$ cat src/rtl/goertzel_det.sv
// Single-bin Goertzel tone detector: per-sample IIR recurrence over blocks of N samples,
// then a two-stage pipeline forms the bin power and compares it against THR.
module goertzel_det #(
  parameter int  DW   = 10,
  parameter int  EW   = 9,
  parameter int  CF   = 14,
  parameter int  N    = 205,
  parameter real COEF = 0.0,
  parameter logic [2*(DW+EW)-1:0] THR = '0
) (
  input  logic                     clk,
  input  logic                     rst_n,
  input  logic                     en,
  input  logic                     clr,
  input  logic signed [DW-1:0]     in,
  output logic [2*(DW+EW)-1:0]     power,
  output logic                     power_valid,
  output logic                     detect,
  output logic                     busy
);

  localparam int SW = DW + EW;
  localparam int PW = 2 * SW;
  localparam int QW = CF + 2;
  localparam int MW = SW + QW;
  localparam int TW = MW - CF;
  localparam int CP = PW + 2;
  localparam int CW = $clog2(N);
  localparam logic [CW-1:0] LAST = CW'(N - 1);
  localparam logic signed [QW-1:0] Q = QW'($rtoi(COEF * (2.0 ** CF)));

  logic signed [SW-1:0] s1_q, s2_q, snap1_q, snap2_q;
  logic [CW-1:0]        cnt_q;
  logic                 snap_vld_q, p1_vld_q, power_valid_q, detect_q;
  logic signed [PW-1:0] a_q, b_q;
  logic signed [CP-1:0] c_q;
  logic [PW-1:0]        power_q;

  // Recurrence datapath; the shifted product and the sum both wrap to SW bits.
  logic signed [MW-1:0] q_ext, s1_ext, qs_full;
  logic signed [SW-1:0] qs_t, in_ext, s0;

  assign q_ext   = {{SW{Q[QW-1]}}, Q};
  assign s1_ext  = {{QW{s1_q[SW-1]}}, s1_q};
  assign qs_full = q_ext * s1_ext;
  assign qs_t    = qs_full[SW+CF-1:CF];
  assign in_ext  = {{EW{in[DW-1]}}, in};
  assign s0      = in_ext + qs_t - s2_q;

  // Stage-1 products taken from the snapshot of the finished block.
  logic signed [MW-1:0] sn1_m, cs_full;
  logic signed [TW-1:0] cs_t;
  logic signed [PW-1:0] sn1_p, sn2_p, a_d, b_d;
  logic signed [CP-1:0] cs_c, sn2_c, c_d;

  assign sn1_m   = {{QW{snap1_q[SW-1]}}, snap1_q};
  assign cs_full = q_ext * sn1_m;
  assign cs_t    = cs_full[MW-1:CF];
  assign sn1_p   = {{SW{snap1_q[SW-1]}}, snap1_q};
  assign sn2_p   = {{SW{snap2_q[SW-1]}}, snap2_q};
  assign a_d     = sn1_p * sn1_p;
  assign b_d     = sn2_p * sn2_p;
  assign cs_c    = {{(CP-TW){cs_t[TW-1]}}, cs_t};
  assign sn2_c   = {{(CP-SW){snap2_q[SW-1]}}, snap2_q};
  assign c_d     = cs_c * sn2_c;

  // Stage 2: negative results clamp to 0, results beyond PW bits saturate.
  logic signed [CP:0] sum;
  logic [PW-1:0]      power_d;

  assign sum = {{3{a_q[PW-1]}}, a_q} + {{3{b_q[PW-1]}}, b_q} - {c_q[CP-1], c_q};

  always_comb begin
    power_d = sum[PW-1:0];
    if (sum[CP])
      power_d = '0;
    else if (|sum[CP-1:PW])
      power_d = '1;
  end

  logic unused_bits;
  assign unused_bits = ^{qs_full[MW-1:SW+CF], qs_full[CF-1:0], cs_full[CF-1:0]};

  always_ff @(posedge clk or negedge rst_n) begin
    if (!rst_n) begin
      s1_q          <= '0;
      s2_q          <= '0;
      snap1_q       <= '0;
      snap2_q       <= '0;
      cnt_q         <= '0;
      snap_vld_q    <= 1'b0;
      p1_vld_q      <= 1'b0;
      a_q           <= '0;
      b_q           <= '0;
      c_q           <= '0;
      power_q       <= '0;
      power_valid_q <= 1'b0;
      detect_q      <= 1'b0;
    end else begin
      snap_vld_q <= 1'b0;
      if (clr) begin
        s1_q  <= '0;
        s2_q  <= '0;
        cnt_q <= '0;
      end else if (en) begin
        if (cnt_q == LAST) begin
          // Last sample: snapshot and restart in one edge so the next sample is sample 0.
          snap1_q    <= s0;
          snap2_q    <= s1_q;
          snap_vld_q <= 1'b1;
          s1_q       <= '0;
          s2_q       <= '0;
          cnt_q      <= '0;
        end else begin
          s1_q  <= s0;
          s2_q  <= s1_q;
          cnt_q <= cnt_q + 1'b1;
        end
      end
      p1_vld_q      <= snap_vld_q;
      a_q           <= a_d;
      b_q           <= b_d;
      c_q           <= c_d;
      power_valid_q <= p1_vld_q;
      if (p1_vld_q) begin
        power_q  <= power_d;
        detect_q <= (power_d >= THR);
      end
    end
  end

  assign power       = power_q;
  assign power_valid = power_valid_q;
  assign detect      = detect_q;
  assign busy        = (cnt_q != '0);

endmodule

$ cat config.mk
export PLATFORM = sky130hd
export DESIGN_NAME = goertzel_det
export DESIGN_NICKNAME = d
export VERILOG_FILES = /design/src/rtl/goertzel_det.sv
export SDC_FILE = /design/constraint.sdc
export NUM_CORES = 2
export LEC_CHECK = 0
export CORE_UTILIZATION = 35
export DETAILED_ROUTE_END_ITERATION = 6
export GPL_TIMING_DRIVEN = 1
export PLACE_DENSITY = 0.57
export SLEW_MARGIN = 0
export SYNTH_ARGS = -nofsm -noshare
export SYNTH_HDL_FRONTEND = slang
export SYNTH_SLANG_ARGS = --single-unit
$ cat constraint.sdc
create_clock -name clk -period 8.6 [get_ports clk]
set_input_delay 1.72 -clock clk [delete_from_list [all_inputs] [get_ports clk]]
set_output_delay 1.72 -clock clk [all_outputs]
set_load 0.05 [all_outputs]
=== Word-level counts from Yosys, hierarchy flattened ===
Index checks and enable logic that the tools add are counted.
W data, S select, Z words.

* Flip-flop bits (word level): 202

* Bitwise logic cells: 1
* $lt $le $gt $ge: 1
* Reductions and logical operators: 4
* Mux-type cells: 14
* Equality and inequality tests: 1
* Add/subtract/negate cells: 3
* Multipliers: 2

{| class="wikitable"
|+ Operators with widths
! cell !! count
|-
| $mux W19 || 6
|-
| $mul A19 B19 Y38 || 2
|-
| $mux W38 || 2
|-
| $add A38 B38 Y39 || 1
|-
| $ge A38 B1 Y1 const B || 1
|-
| $mux W8 || 3
|-
| $sub A10 B19 Y19 || 1
|-
| $add A8 B1 Y8 const B || 1
|-
| $eq A8 B8 Y1 const B || 1
|-
| $reduce_bool A8 Y1 || 1
|-
| $mux W1 || 3
|-
| $reduce_and A3 Y1 || 1
|-
| $reduce_bool A2 Y1 || 1
|-
| $reduce_or A2 Y1 || 1
|-
| $not A1 Y1 || 1
|}

=== Longest topological paths before layout ===
* Word-level depth: 5
* Gate-level depth with buffers: 26

=== Worst setup path before layout ===
OpenSTA, ideal clock, no wires.

* Path type: flip-flop to flip-flop
* From: register snap2_q[18]
* To: register b_q[36]
* Period minus slack after synthesis: 6.766 ns
* Path slack: 1.834 ns
* Stages on the path, launching flop included: 23
* Arrival time: 6.686 ns
* Cells stage by stage: dfrtp_1 > clkbuf_1 > buf_1 > nand2_1 > fa_1 > fa_1 > fa_1 > inv_1 > fa_1 > inv_1 > fa_1 > inv_1 > fa_1 > ha_1 > ha_1 > and2_1 > nand2_1 > a211oi_1 > a2111oi_0 > a21oi_1 > a41o_1 > a21oi_1 > xnor2_1

* Cells in the longest elaborated chain, start to end: 1

{| class="wikitable"
|+ RTL lines
! element !! line !! text
|-
| from (decl) || 32 || <nowiki>logic signed [SW-1:0] s1_q, s2_q, snap1_q, snap2_q;</nowiki>
|-
| from (signal assigned) || 109 || <nowiki>snap2_q <= s1_q;</nowiki>
|-
| $mul A19 B19 Y38 || 62 || <nowiki>assign b_d = sn2_p * sn2_p;</nowiki>
|-
| named net b_d[36] || 53 || <nowiki>logic signed [PW-1:0] sn1_p, sn2_p, a_d, b_d;</nowiki>
|-
| to (signal assigned) || 94 || <nowiki>b_q <= '0;</nowiki>
|-
| to (signal assigned) || 122 || <nowiki>b_q <= b_d;</nowiki>
|-
| to (decl) || 35 || <nowiki>logic signed [PW-1:0] a_q, b_q;</nowiki>
|}

The timed path passes the listed nets, and every way through them passes these cells.
A chain may end at the register's enable or synchronous reset.

=== Final worst setup path ===
* From: register snap1_q[18]
* To: register a_q[37]

* Cells in the longest elaborated chain, start to end: 1

{| class="wikitable"
|+ RTL lines
! element !! line !! text
|-
| from (decl) || 32 ||
|-
| from (signal assigned) || 88 || <nowiki>snap1_q <= '0;</nowiki>
|-
| from (signal assigned) || 108 || <nowiki>snap1_q <= s0;</nowiki>
|-
| $mul A19 B19 Y38 || 61 || <nowiki>assign a_d = sn1_p * sn1_p;</nowiki>
|-
| named net a_d[37] || 53 ||
|-
| to (signal assigned) || 93 || <nowiki>a_q <= '0;</nowiki>
|-
| to (signal assigned) || 121 || <nowiki>a_q <= a_d;</nowiki>
|-
| to (decl) || 35 ||
|}

The timed path passes the listed nets, and every way through them passes these cells.

==> results.md <==
- Fin crit period: 7.99 ns
- Post-Synth XOR/XNOR Area: 4.20%
- Syn-to-layout area delta: 8.01%
- RSZ-0062 raised after global routing: no
- Hold Vio Cnt, Final: 0
- Synth Flop Type: dfrtp_1
- Final Max Slew Viols: 0
- Num CTS Buffers: 17
- Status: finished, final reports clean
- Place WS: 0.738 ns
- Worst VDD drop: 396 µV
- Leakage: 18.9 nW
- First-pass GRT wire length: 127000 µm
- Simple-gate share of the synthesized area: 8.60%
- Clock Skew: 0.0191 ns
- Final setup fails: 0
- Post-synth EDFFs: 0
- Max_slew headroom: 20.6%
- Commonest cells after routing, fill and taps aside: inv_1, fa_1, ha_1
- H-tree depth: 4
- IO Pins: 55
- Avg WL per Cell: 16.8 µm
- Initial core utilization: 35.5%
- P per Cell Area: 216 mW/mm²
- DRT Pass-1 Iters: 5
- Routability cong.: 0.864
- CTS tree: built
- IO Port Bufs: 54
- Clock-pin transition on the worst setup and hold timing paths: 0.09 ns
- Initial DRC count: 1233
- Crit path DAT: 8.33 ns
- Post-synthesis mux area share: 0.859%
- Overall power: 7.77 mW
- Register area share after synthesis: 15.0%
- ANT nets after route: 0
- Core Rows: 112
- Share of cells above drive strength 1: 4.48%
- Hpwl dp: 64800 µm
- Worst Slack Setup Final: 0.611 ns
- Initial antenna violation count: 3
- Drc violations: 0
- Final period utilization: 92.9%
- Clock sink count: 200
- CTS resizes: 0
- Main combinational cell family by area after synthesis: adder cells
- CORE AREA: 0.0939 mm²
- Synth Area in Adders: 51.5%
- Crit start category: flip-flop
- Crit path required time: 8.94 ns
- Ys async rst share: 100%
- Root buffer cell: clkbuf_16
- Vias in the first global route: 23.7k
- Distinct cells, synth: 71
- Mean Syn Cell Area: 9.97 µm²
- Die area: 0.0965 mm²
- Via count: 22.1k
- Critical-path maximum fanout: 31
- Max-Cap Viols: 0
- DIE WIDTH: 311 µm
- Final setup TNS: 0 ns
- Clock Path Buffers: 2
- Most common cell after layout, fill and taps aside: inv_1
- Gr usage total: 16.8%
- Worst Tran Pin Value: 1.19 ns
- Syn nets: 4333
- Compound-Gate Fraction of Synth Area: 9.11%
- Crit. End Element: flip-flop
- Synthesized instance count: 3343
- Critical path type: flip-flop to flip-flop
- Synth Warn #: 0
- Skew-Pair Late Insertion Delay: 0.47 ns
- Post-Syn Area: 0.0333 mm²
- Grt ovf: 0
- #FFs+latches synth: 200
- Largest net degree at the start of global routing: 101
- Final nets: 4348
- Total wire length: 77500 µm
- Hold WC Path Type: flip-flop to flip-flop
- Fmax: 125 MHz
- Die Y: 311 µm
- Post-CTS Setup Inserts: 0
- CTS Hold Bufs: 0
- DR vias/cell: 4.77
critical path, cell delays in order (launching register included):
cell,delay [ns]
dfrtp_1,1.14
nand2_1,0.23
fa_1,0.70
fa_1,0.49
fa_1,0.89
inv_1,0.33
fa_1,0.53
fa_1,0.46
fa_1,0.46
ha_1,0.30
ha_1,0.35
a41oi_1,0.19
o21ai_0,0.12
a21oi_1,0.31
nand2b_1,0.12
a211oi_1,0.36
nor2_1,0.20
a221o_1,0.35
a21o_1,0.19
xnor2_1,0.12
worst paths after layout:
check                                   startpoint                    end  slack [ns]  depth (start not counted)
hold reg to reg               snap_vld_q$_DFF_PN0_     p1_vld_q$_DFF_PN0_        0.36                          0
hold / removal                snap_vld_q$_DFF_PN0_     p1_vld_q$_DFF_PN0_        0.36                          0
max in group asynchronous                    rst_n    s2_q[5]$_DFFE_PN0P_        5.95                          2
setup / recovery           snap1_q[18]$_DFFE_PN0P_      a_q[37]$_DFF_PN0_        0.61                         19
min in group asynchronous                    rst_n  power[10]$_DFFE_PN0P_        1.28                          1
setup reg to reg           snap1_q[18]$_DFFE_PN0P_      a_q[37]$_DFF_PN0_        0.61                         19
sequential cells by signal (all words and copies together) (netlist names):
name	flops
snap1_q	19
power_valid	1
detect	1
snap2_q	19
p1_vld_q	1
s1_q	19
a_q	37
power	38
s2_q	19
b_q	37
cnt_q	8
snap_vld_q	1
through the flow:
step | instance area, µm² | util (%) | std cells | hold slack (ns)
5_1_grt | 36000 | 38.4 | 4625 | 0.366
3_3_place_gp | 35400 | 37.7 | 4593 | 0.335
4_1_cts | 36000 | 38.4 | 4625 | 0.359
2_1_floorplan | 33300 | - | 3343 | 0.331
6_report | 36000 | 38.4 | 4626 | 0.356
3_5_place_dp | 35400 | 37.7 | 4593 | 0.340
where the power goes:
part / switching [mW] / internal, mW / total, mW
clock network: 0.452 / 0.432 / 0.884
registers: 0.136 / 1.18 / 1.32
logic: 3.29 / 2.28 / 5.57
kinds of logic after synthesis:
group / Yosys count
flops: 200
buf+inv: 940
fa+ha+maj: 976
compound gates: 421
xor+xnor: 160
mux: 26
simple gates: 620
Yosys cell counts (30+ instances only):
| master | number | area share (%) |
|---|---|---|
| nor2_1 | 100 | 1.1 |
| fa_1 | 662 | 40 |
| a21oi_1 | 98 | 1.5 |
| inv_1 | 837 | 9.4 |
| and2_1 | 95 | 1.8 |
| o21ai_0 | 68 | 1.0 |
| a22o_1 | 35 | 0.92 |
| clkbuf_1 | 91 | 1.0 |
| nor2b_1 | 32 | 0.60 |
| dfrtp_1 | 200 | 15 |
| xnor2_1 | 107 | 2.8 |
| a21o_1 | 54 | 1.2 |
| nand2_1 | 297 | 3.3 |
| xor2_1 | 53 | 1.4 |
| o22ai_2 | 30 | 1.1 |
| ha_1 | 314 | 12 |
per-layer routing:
layer	GRT usage, %	up-vias	wire [µm]
met5	0	-	0
met4	2.45	0	873
met3	2.14	46	3280
met2	27.8	376	37300
met1	23.9	11400	36100
li1	-	10300	-
area by class of cell:
cell class / count / area [µm²]
Tap cell: 1254 / 1570
Inverter: 839 / 3150
Clock buffer: 17 / 425
Multi-Input combinational cell: 2203 / 24800
Timing Repair Buffer: 97 / 868
Fill cell: 9466 / 57900
Clock inverter: 15 / 210
Antenna cell: 1 / 2.50
Sequential cell: 200 / 5010
Note: power is estimated with default switching activity, not from simulation.
==> edit, RTL diff (config.mk and constraints unchanged) <==
The output `power_valid` loses its register stage (`power_valid_q` becomes a continuous assignment).
--- a/src/rtl/goertzel_det.sv
+++ b/src/rtl/goertzel_det.sv
@@ -94,7 +94,6 @@
       b_q           <= '0;
       c_q           <= '0;
       power_q       <= '0;
-      power_valid_q <= 1'b0;
       detect_q      <= 1'b0;
     end else begin
       snap_vld_q <= 1'b0;
@@ -121,13 +120,14 @@
       a_q           <= a_d;
       b_q           <= b_d;
       c_q           <= c_d;
-      power_valid_q <= p1_vld_q;
       if (p1_vld_q) begin
         power_q  <= power_d;
         detect_q <= (power_d >= THR);
       end
     end
   end
+
+  assign power_valid_q = p1_vld_q;
 
   assign power       = power_q;
   assign power_valid = power_valid_q;
Behaviour: same outputs for any inputs over 4 cycles, from zero or initial values and one cycle with rst_n low; that may be too few to reach the edited logic, so the function may still have changed.
==> edit against the original RTL <==
Hold slack worse by 0.0029 ns; final cell count about the same; power down 0.34%; area after synthesis about the same; setup slack better by 0.12 ns; sequential cell count down 1; maximum frequency up 1.5%; largest power group unchanged; cell area down 0.20%; wire length up 0.73%; count of clock-buffer cells in the layout up 2; global-route usage up 0.20 points.
==> edit: results (changes against the original RTL) <==
Global routing
  • GRT met3 Usage: 2.51% (was 2.14%)
  • Met1 track demand over resource in global routing: 23.8% (was 23.9%)
  • Global routing usage on met2: 28.1% (was 27.8%)
  • First-pass GRT wire length: 129 mm (was 127 mm)
  • All-Layer GR Usage: 17.0% (was 16.8%)
  • Initial antenna violation count: 0 (was 3)
  • Via count of the first global-routing pass: 23.9k (was 23.7k)
  • Maximum number of pins on one net before global-route repair: 105 (was 101)

Clock tree
  • TritonCTS Buffers: 17 (unchanged)
  • Clock latency on the worst-skew pair: 0.46 ns
  • Longest Clk Path Bufs: 2 (unchanged)
  • Root buffer cell: sky130_fd_sc_hd__clkbuf_16 (unchanged)
  • Number of buffers inserted to repair setup after CTS: 0 (unchanged)
  • Post-CTS clock slew at the launch and capture registers of the worst setup and hold paths: 0.08 ns

Status
  • Result of the run: finished, final reports clean (unchanged)

Yosys
  • Main area contributors after synthesis: sky130_fd_sc_hd__fa_1 40%, sky130_fd_sc_hd__dfrtp_1 15%, sky130_fd_sc_hd__ha_1 12%, sky130_fd_sc_hd__inv_1 9.4%, sky130_fd_sc_hd__nand2_1 3.3% (unchanged)
  • Register area share after synthesis: 14.9% (was 15.0%)
  • Top flip-flop cell by instance count after synthesis: sky130_fd_sc_hd__dfrtp_1 (unchanged)
  • Synth cell types: 71 (unchanged)
  • Fraction of registers with async set/reset: 100% (unchanged)
  • Synthesized Nets: 4332 (was 4333)
  • Gate Count Post-Synth: 3342 (was 3343)
  • Most numerous cell types in the synthesized netlist: 837 x sky130_fd_sc_hd__inv_1, 662 x sky130_fd_sc_hd__fa_1, 314 x sky130_fd_sc_hd__ha_1 (unchanged)

Cells and area
  • Proportion of layout cells with a drive suffix above 1: 4.48% (about the same)
  • Largest register FFs: 38 (unchanged)
  • Diodes inserted: 0 (was 1)

Setup path
  • Number of cells traversed by the worst register-to-register path: 23 (was 19)
  • Arrival time of data at the critical path endpoint: 8.26 ns (was 8.33 ns)
  • CP max FO: 17 (was 31)

Route
  • Met1 Wirelength: 36.0 mm (was 36.1 mm)
  • WL final: 78.1 mm (was 77.5 mm)
  • DR pass1 iterations: 5 (unchanged)
  • Met3 wirelength from detailed routing: 3.62 mm (was 3.28 mm)
  • Mean number of vias per cell: 4.79 (was 4.77)
  • Routed vias: 22.1k (about the same)
  • Routed length on met2: 37.4 mm (was 37.3 mm)
  • Highest layer used for signal routing: met4 (unchanged)
  • Number of DRC violations after detailed-routing iteration 0: 1172 (was 1233)

Placed design
  • Final Wtd Congestion: 0.844 (was 0.864)
  • Final HPWL from detailed placement: 65.4 mm (was 64.8 mm)
  • Number of buffer cells added on primary ports: 54 (unchanged)

Power and ir drop
  • Peak supply drop: 0.000301 V (was 0.000396 V)
  • Leakage power total: 18.9 nW (about the same)

Timing
  • Clock skew: 0.0172 ns (was 0.0191 ns)
  • Min Clock Period, post-route: 7.87 ns (was 7.99 ns)
  • Worst slew pin tran: 0.970 ns (was 1.19 ns)
-- edit: area by class of cell --
type | count | area (um2)
Sequential cell | 199 | 4980
Timing Repair Buffer | 97 | 868
Fill cell | 9355 | 57800
Multi-Input combinational cell | 2203 | 24800
Clock inverter | 13 | 146
Clock buffer | 19 | 443
Tap cell | 1254 | 1570
Inverter | 839 | 3150
-- edit: worst paths after layout --
check	start	slack, ns	endpoint
worst max-delay path	snap2_q[1]	0.73	b_q[36]
worst min-delay path	snap_vld_q	0.35	power_valid
worst max register to register	snap2_q[1]	0.73	b_q[36]
worst min register to register	snap_vld_q	0.35	power_valid
max in group asynchronous	rst_n	6.03	snap2_q[13]
min in group asynchronous	rst_n	1.28	power[17]
-- edit: per-stage QoR --
step / setup slack (ns) / area, um2
after global placement: 0.697 / 35400
after floorplan: 1.83 / 33300
after CTS: 0.677 / 35900
final: 0.726 / 35900
after detailed placement: 0.704 / 35400
after global routing: 0.313 / 35900
-- edit: critical path: stages, from the launching register on --
cell                        delay (ns)
sky130_fd_sc_hd__dfrtp_1          0.79
sky130_fd_sc_hd__clkinv_1         0.55
sky130_fd_sc_hd__nor2_1           0.33
sky130_fd_sc_hd__fa_1             0.46
sky130_fd_sc_hd__inv_1            0.09
sky130_fd_sc_hd__fa_1             0.44
sky130_fd_sc_hd__fa_1             0.51
sky130_fd_sc_hd__inv_1            0.05
sky130_fd_sc_hd__fa_1             0.49
sky130_fd_sc_hd__inv_1            0.05
sky130_fd_sc_hd__fa_1             0.52
sky130_fd_sc_hd__inv_1            0.05
sky130_fd_sc_hd__fa_1             0.43
sky130_fd_sc_hd__ha_1             0.28
sky130_fd_sc_hd__ha_1             0.34
sky130_fd_sc_hd__nand2_1          0.08
sky130_fd_sc_hd__nand2_1          0.05
sky130_fd_sc_hd__o2111ai_1        0.52
sky130_fd_sc_hd__a211oi_1         0.17
sky130_fd_sc_hd__a2111oi_0        0.73
sky130_fd_sc_hd__a21oi_1          0.27
sky130_fd_sc_hd__a41o_1           0.29
sky130_fd_sc_hd__a21oi_1          0.17
sky130_fd_sc_hd__xnor2_1          0.13
-- edit: kinds of logic after synthesis --
kind of cell               share of synthesized area [%]
adders and majority gates                           51.6
buffers and inverters                               10.7
and+or+nand+nor                                     8.61
AOI/OAI and AO/OA                                   9.11
DFF                                                 14.9
xor gates and xnor gates                            4.21
muxes                                              0.860
-- edit: power by group --
group	leakage [nW]	switching (W)	internal, W	total [W]
registers	2.55	0.000131	0.00118	0.00131
clock network	0.284	0.000395	0.000441	0.000837
logic	16.1	0.00331	0.00229	0.00560
total	18.9	0.00384	0.00391	0.00775
